### src/rtl/cmp_window_tracker.sv
// -----------------------------------------------------------------------------
// cmp_window_tracker
//
// Streaming stage that follows the 4-bit magnitude comparator. Each accepted
// sample is classified against its predecessor (up / flat / down) and against
// the running extremes of the current window. After WIN samples the window
// summary is registered and offered downstream over a valid/ready handshake.
//
// Ports:
//   clk          rising-edge clock
//   rst          synchronous, active-high reset
//   in_valid     in_data carries a sample
//   in_ready     block can accept a sample (low while rst is high and in DONE)
//   in_data      unsigned sample, WIDTH bits
//   out_valid    window result is valid
//   out_ready    consumer takes the result
//   out_max      largest sample of the window
//   out_min      smallest sample of the window
//   out_max_idx  0-based position of the first occurrence of out_max
//   out_up       samples greater than their predecessor
//   out_flat     samples equal to their predecessor
//   out_down     samples less than their predecessor
// -----------------------------------------------------------------------------
module cmp_window_tracker #(
  parameter int WIDTH = 4,
  parameter int WIN   = 8,
  parameter int CNT_W = 4
) (
  input  logic             clk,
  input  logic             rst,
  input  logic             in_valid,
  output logic             in_ready,
  input  logic [WIDTH-1:0] in_data,
  output logic             out_valid,
  input  logic             out_ready,
  output logic [WIDTH-1:0] out_max,
  output logic [WIDTH-1:0] out_min,
  output logic [CNT_W-1:0] out_max_idx,
  output logic [CNT_W-1:0] out_up,
  output logic [CNT_W-1:0] out_flat,
  output logic [CNT_W-1:0] out_down
);

  typedef enum logic [1:0] {IDLE, ACC, DONE} state_t;

  // Position of the last sample of a window; reaching it closes the window.
  localparam logic [CNT_W-1:0] LAST_POS = CNT_W'(WIN - 1);

  state_t           state_reg, state_next;

  // Running window state
  logic [WIDTH-1:0] prev_reg, prev_next;
  logic [WIDTH-1:0] max_reg, max_next;
  logic [WIDTH-1:0] min_reg, min_next;
  logic [CNT_W-1:0] max_idx_reg, max_idx_next;
  logic [CNT_W-1:0] up_reg, up_next;
  logic [CNT_W-1:0] flat_reg, flat_next;
  logic [CNT_W-1:0] down_reg, down_next;
  logic [CNT_W-1:0] pos_reg, pos_next;

  // Registered window result
  logic             out_valid_reg, out_valid_next;
  logic [WIDTH-1:0] out_max_reg, out_max_next;
  logic [WIDTH-1:0] out_min_reg, out_min_next;
  logic [CNT_W-1:0] out_max_idx_reg, out_max_idx_next;
  logic [CNT_W-1:0] out_up_reg, out_up_next;
  logic [CNT_W-1:0] out_flat_reg, out_flat_next;
  logic [CNT_W-1:0] out_down_reg, out_down_next;

  always_ff @(posedge clk) begin
    if (rst) begin
      state_reg       <= IDLE;
      prev_reg        <= '0;
      max_reg         <= '0;
      min_reg         <= '0;
      max_idx_reg     <= '0;
      up_reg          <= '0;
      flat_reg        <= '0;
      down_reg        <= '0;
      pos_reg         <= '0;
      out_valid_reg   <= 1'b0;
      out_max_reg     <= '0;
      out_min_reg     <= '0;
      out_max_idx_reg <= '0;
      out_up_reg      <= '0;
      out_flat_reg    <= '0;
      out_down_reg    <= '0;
    end else begin
      state_reg       <= state_next;
      prev_reg        <= prev_next;
      max_reg         <= max_next;
      min_reg         <= min_next;
      max_idx_reg     <= max_idx_next;
      up_reg          <= up_next;
      flat_reg        <= flat_next;
      down_reg        <= down_next;
      pos_reg         <= pos_next;
      out_valid_reg   <= out_valid_next;
      out_max_reg     <= out_max_next;
      out_min_reg     <= out_min_next;
      out_max_idx_reg <= out_max_idx_next;
      out_up_reg      <= out_up_next;
      out_flat_reg    <= out_flat_next;
      out_down_reg    <= out_down_next;
    end
  end

  always_comb begin
    state_next       = state_reg;
    prev_next        = prev_reg;
    max_next         = max_reg;
    min_next         = min_reg;
    max_idx_next     = max_idx_reg;
    up_next          = up_reg;
    flat_next        = flat_reg;
    down_next        = down_reg;
    pos_next         = pos_reg;
    out_valid_next   = out_valid_reg;
    out_max_next     = out_max_reg;
    out_min_next     = out_min_reg;
    out_max_idx_next = out_max_idx_reg;
    out_up_next      = out_up_reg;
    out_flat_next    = out_flat_reg;
    out_down_next    = out_down_reg;
    in_ready         = 1'b0;

    case (state_reg)
      IDLE: begin
        in_ready = 1'b1;
        if (in_valid) begin
          // First sample seeds every running value; it has no predecessor.
          prev_next    = in_data;
          max_next     = in_data;
          min_next     = in_data;
          max_idx_next = '0;
          up_next      = '0;
          flat_next    = '0;
          down_next    = '0;
          pos_next     = CNT_W'(1);
          state_next   = ACC;
        end
      end

      ACC: begin
        in_ready = 1'b1;
        if (in_valid) begin
          if (in_data > prev_reg)
            up_next = up_reg + CNT_W'(1);
          else if (in_data == prev_reg)
            flat_next = flat_reg + CNT_W'(1);
          else
            down_next = down_reg + CNT_W'(1);

          // Strict compares so a tie keeps the earlier max position.
          if (in_data > max_reg) begin
            max_next     = in_data;
            max_idx_next = pos_reg;
          end
          if (in_data < min_reg)
            min_next = in_data;

          prev_next = in_data;
          pos_next  = pos_reg + CNT_W'(1);

          // Closing sample: publish the values that include this sample.
          if (pos_reg == LAST_POS) begin
            out_max_next     = max_next;
            out_min_next     = min_next;
            out_max_idx_next = max_idx_next;
            out_up_next      = up_next;
            out_flat_next    = flat_next;
            out_down_next    = down_next;
            out_valid_next   = 1'b1;
            state_next       = DONE;
          end
        end
      end

      DONE: begin
        if (out_ready) begin
          out_valid_next = 1'b0;
          state_next     = IDLE;
        end
      end

      default: state_next = IDLE;
    endcase

    // Nothing is taken while reset is held.
    if (rst)
      in_ready = 1'b0;
  end

  assign out_valid   = out_valid_reg;
  assign out_max     = out_max_reg;
  assign out_min     = out_min_reg;
  assign out_max_idx = out_max_idx_reg;
  assign out_up      = out_up_reg;
  assign out_flat    = out_flat_reg;
  assign out_down    = out_down_reg;

endmodule

### config.mk
export PLATFORM = sky130hd
export DESIGN_NAME = cmp_window_tracker
export DESIGN_NICKNAME = d
export VERILOG_FILES = /design/src/rtl/cmp_window_tracker.sv
export SDC_FILE = /design/constraint.sdc
export NUM_CORES = 1
export LEC_CHECK = 0
export BUFFER_PORTS_ARGS = -buffer_cell sky130_fd_sc_hd__buf_2
export CORE_MARGIN = 4
export CORE_UTILIZATION = 63
export DETAILED_ROUTE_END_ITERATION = 16
export GPL_TIMING_DRIVEN = 0
export PLACE_DENSITY = 0.82
export SETUP_SLACK_MARGIN = 0.2
export SYNTH_ARGS = -nofsm -noshare
export SYNTH_HDL_FRONTEND = slang
export SYNTH_SLANG_ARGS = --single-unit
### constraint.sdc
create_clock -name clk -period 4.4 [get_ports clk]
set_clock_uncertainty 0.15 [all_clocks]
set_input_delay 0.88 -clock clk [delete_from_list [all_inputs] [get_ports clk]]
set_output_delay 0.88 -clock clk [all_outputs]
set_load 0.02 [all_outputs]
Yosys cells after proc, flatten, opt, wreduce, memory -nomap -nowiden --
Index checks and enable logic that the tools add are counted.
Operators by class: add/subtract/negate cells 4, order comparisons 3, equality and inequality tests 8, multiplexer cells 36, reductions and logical operators 9
Operators by type and width (number):
- $mux 4 | 18
- $pmux 4 s2 | 7
- $add 4x1->4 const B | 4
- $gt 4x4->1 | 2
- $mux 2 | 4
- $ne 2x2->1 const B | 4
- $reduce_and 4->1 | 2
- $pmux 2 s3 | 1
- $reduce_and 3->1 | 2
- $mux 1 | 5
- $eq 4x3->1 const B | 1
- $eq 4x4->1 | 1
- $lt 4x4->1 | 1
- $reduce_bool 2->1 | 2
- $eq 2x1->1 const B | 1
- $eq 2x2->1 const B | 1
- $logic_not 2->1 | 1
- $pmux 1 s2 | 1
- $reduce_and 2->1 | 1
- $reduce_or 2->1 | 1
Storage, ports and cells: output and inout bits 26, word-level logic and storage cells 76, flip-flop bits (word level) 59

Logic depth before layout (Yosys ltp) --
Gate-level depths: netlist (run 1).
word-level depth 5, mapped depth 8, gate-level depth less buffers 7

Least setup slack after synthesis (run 1) --
OpenSTA, ideal clock, no wires.
path kind in2reg, start input port in_data[0], end register up_reg[1], arrival 2.218 ns, stages on the path 7, slack 1.958 ns, path buffers 0, required time 4.176 ns, library setup time 0.074 ns, cells stage by stage inv_1 > ha_1 > nand2b_1 > a21oi_4 > o21ai_4 > or4b_1 > o21ai_0
On the way: longest elaborated chain between the ends 4
RTL lines:
- start, declared | line 33 | input logic [WIDTH-1:0] in_data,
- $gt 4x4->1 | line 147 | if (in_data > prev_reg)
- $mux 4 | line 147
- $mux 4 | line 146 | if (in_valid) begin
- $pmux 4 s2 | line 127 | case (state_reg)
- end signal, assigned | line 94 | up_reg <= up_next;
- end, declared | line 56 | logic [CNT_W-1:0] up_reg, up_next;
No other way between the ends. The select of a mux whose other input is x is not followed. A chain may end at the register's enable or synchronous reset.

Worst setup path in the final report (run 1) --
start input port rst, end output port in_ready
On the way: longest elaborated chain between the ends 1
RTL lines:
- start, declared | line 30 | input logic rst,
- $mux 1 | line 190 | if (rst)
- end, declared | line 32 | output logic in_ready,
No other way between the ends.

==> out/qor.txt, run 1 <==
crit path max fanout: 10
count of final setup violators: 0
drt total wl: 7.48 mm
Synth Cell Area: 3090 um^2
synth top area cells: dfxtp_1, ha_1, mux2i_1
final slew viol count: 0
fin crit period: 2580 ps
Starting Density: 65.5%
routability congestion estimate: 0.864
Resized cells post-CTS: 0
Post-synth top cells: dfxtp_1, nor2_1, nand2_1
Die Wd: 78.1 um
Yosys top cell area share: 38.2%
first-pass GRT wire length: 12.7 mm
largest net degree at the start of global routing: 11
Post-DP HPWL: 5.18 mm
family with the most delay on the worst path: buffers and inverters
Fmax achieved: 0.388 GHz
Critical R2R Capture: out_max[1]
Worst Setup EP: in_ready
Remaining DRCs: 0
core area: 4720 um^2
CTS tree: built
DRT Pass-1 Iters: 5
total gr overflow: 0
startpoint types: primary input
Yosys reg bits: 59
Synth Area in Simple Gates: 19.2%
Clock Latency Late Sink: 340 ps
VDD IR max: 0.224 mV
Fin Setup TNS: 0 ps
worst path bufs/invs: 3
Async S/R FF share, synth: 0%
final hold viol count: 0
Compound-Gate Fraction of Synth Area: 21.8%
Comb power frac: 13.3%
vias in the first global route: 2609
Levels on crit path: 4
Seq/Total Area, Yosys: 38.2%
CP arrival: 1550 ps
share of power burned in registers: 43.0%
crit path launch: rst
post-synth top area cell: dfxtp_1
R2R setup slack: 2180 ps
Clk pwr share: 43.7%
worst r2r path cells: 8
vias per inst: 5.94
via count: 2702
Crit-path slowest cell: buf_2
# hold bufs at CTS: 0
ANT cells: 0
Post-CTS Setup Inserts: 0
RR Startpoint: max_reg[1]
Net Count, Synth: 363
RSZ-0062 raised after global routing: false
Worst path most repeated cell: buf_2
CTS Root Cell: clkbuf_8
Routed WL per cell: 16.4 um
post-layout util: 75.4%
# rows: 25
Switch Pwr: 339 uW
Die Y: 78.1 um
syn_area_per_cell: 9.09 um^2
post-synthesis mux area share: 5.18%
Worst-path clk slew: 60 ps
main combinational cell family by area after synthesis: compound AO/OA/AOI/OAI gates
CTS Buf Count: 9
status: finished clean
Crit Path Class: in2out
Synth Area in XOR/XNOR: 2.55%
Slew HR: 58.7%
max-cap viol count: 0
Crit path required time: 3370 ps
Sw Ratio: 26.2%
initial antenna violation count: 0
Routed Antenna Nets: 0
Yosys cell types: 59
Die ar.: 6090 um^2
share of cells above drive strength 1: 19.6%
EDFF count, synth: 0
Final Net Count: 406
Int Pwr: 956 uW
Main synth FF type: dfxtp_1
worst slew pin tran: 620 ps
LEAKAGE: 1.40 nW
period utilisation layout: 58.6%
CTS sink cnt: 59
Critical Path, Cell by Cell: buf_2 -> clkbuf_8 -> nor2_1 -> buf_2
Post-Synthesis Cells: 340
Ports: 34
1st-iter DRT viols: 309
H-tree depth: 3
Adder-Cell Fraction of Synth Area: 6.07%
largest stage delay on the critical path: 190 ps
synth warn: 0
P per Cell Area: 364 nW/um^2
worst hold path class: reg2reg
Layout area overhead: 15.2%
total track usage: 26.7%
count leader, synth: dfxtp_1
PortBufs: 32
crit end category: primary output
Clock Tree Buf Depth: 2
[area by class of cell]
| type | count | area [um^2] |
|---|---|---|
| multi-input cells | 242 | 1690 |
| flip-flops and latches | 59 | 1180 |
| fillers | 336 | 1160 |
| repair buffers | 32 | 160 |
| plain buffers | 22 | 153 |
| clock buffers | 11 | 151 |
| well taps | 67 | 83.8 |
| clock inverters | 5 | 75.1 |
| inverters | 17 | 63.8 |
[stage by stage]
| step | total power [mW] | cells | setup slack, ps | hold WS, ps | instance area, um^2 |
|---|---|---|---|---|---|
| after CTS | 1.29 | 455 | 1830 | 309 | 3560 |
| after detailed placement | 0.736 | 439 | 1570 | 300 | 3340 |
| final | 1.29 | 455 | 1820 | 304 | 3560 |
| after global routing | 1.34 | 455 | 1800 | 333 | 3560 |
| after global placement | 0.731 | 439 | 1590 | 294 | 3340 |
| after floorplan | 0.694 | 340 | 1960 | 286 | 3090 |
[worst min-delay path by stage]
stage	startpoint	end	slack, ps	depth (start not counted)
6_report	prev_reg[3]	prev_reg[3]	300	2
5_1_grt	prev_reg[1]	prev_reg[1]	330	2
4_1_cts	prev_reg[3]	prev_reg[3]	310	2
3_5_place_dp	prev_reg[3]	prev_reg[3]	300	2
3_3_place_gp	prev_reg[3]	prev_reg[3]	290	2
2_1_floorplan	min_reg[3]	min_reg[3]	290	2
[routing by layer]
| metal | vias up | part of all wire, % | global-route usage (%) |
|---|---|---|---|
| met2 | 116 | 46 | 42.9 |
| met4 | 0 | 1.7 | 10.8 |
| met5 | - | 0 | 0 |
| li1 | 1332 | - | - |
| met1 | 1238 | 45 | 36.2 |
| met3 | 16 | 7.4 | 3.90 |
[power by group through the flow]
stage,logic (mW),registers [mW],clock network (mW)
floorplan,0.129,0.565,0
global placement,0.164,0.567,0
detailed placement,0.169,0.568,0
CTS,0.170,0.556,0.568
global route,0.188,0.558,0.590
finish,0.172,0.556,0.566
[worst reg2reg max path, delay by kind of cell, from the launching register on]
family,cells,cell delay (ps)
AO/OA/AOI/OAI,3,620
flip-flops,1,380
buffers and inverters,2,290
multiplexers,1,220
adder cells (fa/ha/maj),1,290
AND/OR/NAND/NOR,1,140
[cells by family (layout without fill, tap and decap cells)]
kind of cell | count (synthesis) | count (layout)
and+or+nand+nor | 112 | 112
AOI/OAI and AO/OA | 90 | 90
DFF | 59 | 59
buffers and inverters | 39 | 87
muxes | 16 | 16
adders and majority gates | 15 | 15
xor gates and xnor gates | 9 | 9
[layout by cell type (no fill, tap or decap), types with 4 or more instances in the layout]
master / Yosys / final
nand3_1: 6 / 6
buf_6: 6 / 6
dfxtp_1: 59 / 59
a21oi_1: 17 / 17
a211oi_1: 18 / 18
o32ai_1: 4 / 4
nand2_1: 24 / 24
clkbuf_8: 1 / 12
nor2_1: 42 / 42
o21ai_0: 11 / 11
nand4_1: 7 / 7
a31oi_1: 6 / 6
xnor2_1: 5 / 5
mux2i_1: 16 / 16
o221ai_1: 4 / 4
nor3_1: 5 / 5
nand2b_1: 4 / 4
ha_1: 15 / 15
buf_2: 5 / 37
xor2_1: 4 / 4
inv_1: 17 / 17
clkbuf_1: 7 / 7
Note: power is estimated with default switching activity, not from simulation.
==> run 2: changes to the inputs <==
--- a/config.mk
+++ b/config.mk
@@ -7,10 +7,10 @@
 export LEC_CHECK = 0
 export BUFFER_PORTS_ARGS = -buffer_cell sky130_fd_sc_hd__buf_2
 export CORE_MARGIN = 4
-export CORE_UTILIZATION = 63
+export CORE_UTILIZATION = 53
 export DETAILED_ROUTE_END_ITERATION = 16
 export GPL_TIMING_DRIVEN = 0
-export PLACE_DENSITY = 0.82
+export PLACE_DENSITY = 0.73
 export SETUP_SLACK_MARGIN = 0.2
 export SYNTH_ARGS = -nofsm -noshare
 export SYNTH_HDL_FRONTEND = slang
==> constraint.sdc (replaced) <==
create_clock -name clk -period 2.2 [get_ports clk]
set_clock_uncertainty 0.15 [all_clocks]
set_input_delay 0.44 -clock clk [delete_from_list [all_inputs] [get_ports clk]]
set_output_delay 0.44 -clock clk [all_outputs]
set_load 0.02 [all_outputs]
==> run 2 against run 1 <==
Compared with the run above: total power rose by 89%; first-iteration DRC count down 53%; combinational power is 140% higher; count of clock-buffer cells in the layout up 2; sequential cell count unchanged; final cell count increased by 2.4%; clock power up 61%; sequential share of layout area fell by 1.1 points; largest power group is now sequential cells; highest routed layer unchanged.
==> out/qor.txt, run 2 (synthesized netlist as in run 1, its figures left out) <==
P per Cell Area: 661 nW/um^2
via count: 2730
LEAKAGE: 1.43 nW
Final Net Count: 413
period utilisation layout: 89.3%
final hold viol count: 0
fin crit period: 1960 ps
CP arrival: 2000 ps
crit end category: flip-flop
Critical R2R Capture: out_max[1]
CTS Buf Count: 9
Die Y: 84.4 um
pre-CTS setup slack: -207 ps
worst hold path class: in2reg
Inst Count DP: 444
RR Startpoint: max_reg[1]
first-pass GRT wire length: 12.6 mm
# hold bufs at CTS: 0
largest net degree at the start of global routing: 11
Cell Area, Placed: 3390 um^2
CTS Root Cell: clkbuf_8
# rows: 27
total track usage: 22.3%
drt total wl: 7.79 mm
Ports: 34
routability congestion estimate: 0.876
VDD IR max: 0.452 mV
CTS tree: built
min-delay src: in_data[0]
Layout area overhead: 19.5%
1st-iter DRT viols: 146
Remaining DRCs: 0
Min-Delay Path Depth: 3
H-tree depth: 3
DRT Pass-1 Iters: 5
area of the multi-input gates: 1790 um^2
Post-DP HPWL: 5.26 mm
worst slew pin tran: 730 ps
CTS sink cnt: 59
Final Cell Area: 3700 um^2
Worst-path clk slew: 60 ps
total gr overflow: 0
Clock Tree Buf Depth: 2
Crit Path Class: reg2reg
Crit path required time: 2240 ps
final slew viol count: 0
count of final setup violators: 0
Fmax achieved: 0.509 GHz
Finished Layout Cells: 466
worst r2r path cells: 8
Routed Antenna Nets: 0
Die ar.: 7120 um^2
commonest cells after routing, fill and taps aside: dfxtp_1, nor2_1, buf_2
share of cells above drive strength 1: 24.9%
crit path max fanout: 4
commonest non-fill, non-tap cell in the layout: dfxtp_1
Routed WL per cell: 16.7 um
startpoint types: flip-flop
Starting Density: 55.5%
final worst slack: 236 ps
FILL cells: 488
PortBufs: 32
Clock Latency Late Sink: 340 ps
Hold EP: prev_reg[0]
status: finished clean
RSZ-0062 raised after global routing: true
vias per inst: 5.86
storage element area: 1180 um^2
max-cap viol count: 0
R2R setup slack: 240 ps
Slew HR: 51.3%
worst hold slack: 275 ps
initial antenna violation count: 0
core area: 5570 um^2
vias in the first global route: 2495
ANT cells: 0
Die Wd: 84.4 um
-- run 2: cell types whose count changed in the layout (fill, tap and decap cells not counted), moves of 2 or more --
cell       delta
bufinv_16     -2
inv_2         +2
dfxtp_1       -3
ha_4          +5
inv_1         -2
ha_1          -6
clkbuf_4      +3
buf_2         -4
buf_4         +6
dfxtp_2       +3
-- run 2: report_power, final --
| group | switching (mW) | internal [mW] | leakage (nW) |
|---|---|---|---|
| Combinational | 0.235 | 0.180 | 0.854 |
| Sequential | 0.0227 | 1.09 | 0.479 |
| Clock | 0.421 | 0.492 | 0.0953 |
-- run 2: per-stage QoR --
stage,util [%],setup TNS [ps],power [mW]
finish,66.3,0,2.44
global route,66.3,0,2.52
CTS,64.9,0,2.42
detailed placement,60.9,-2000,1.49
global placement,60.9,-1600,1.48
floorplan,-,0,1.40
-- run 2: worst max path at each step --
stage                    start         end  slack (ps)
floorplan           in_data[0]   up_reg[1]         200
global placement    in_data[1]  out_max[1]        -210
detailed placement  in_data[1]  out_max[1]        -210
CTS                 max_reg[1]  out_max[1]         220
global route        max_reg[1]  out_max[1]         150
finish              max_reg[1]  out_max[1]         240
-- run 2: layer usage --
metal | wire length (um) | vias to the layer above | global-route usage (%) | share of wire, %
li1 | - | 1348 | - | -
met1 | 3750 | 1289 | 31.4 | 48
met2 | 3520 | 84 | 34.4 | 45
met3 | 416 | 9 | 3.93 | 5.3
met4 | 106 | 0 | 7.48 | 1.4
met5 | 0 | - | 0 | 0
-- run 2: what timing repair did --
action,in CTS,in global routing
pin swaps,2,10
endpoints found under the setup margin,22,32
buffers inserted,3,4
gates resized for setup,4,13
-- run 2: final cells by class --
cell class                      count  area share, %
Timing Repair Buffer               39           6.26
Tap cell                           72           2.44
Multi-Input combinational cell    242           48.3
Buffer                             22           4.37
Inverter                           17           1.73
Clock buffer                       13           4.57
Sequential cell                    59           32.1
Clock inverter                      2          0.271
-- run 2: worst max-delay path, stage by stage (launching register included) --
cell,delay (ps)
dfxtp_2,350
inv_2,60
ha_4,210
nor2b_1,130
o211a_1,260
o21ai_4,210
buf_6,160
mux2i_1,200
a211oi_1,80
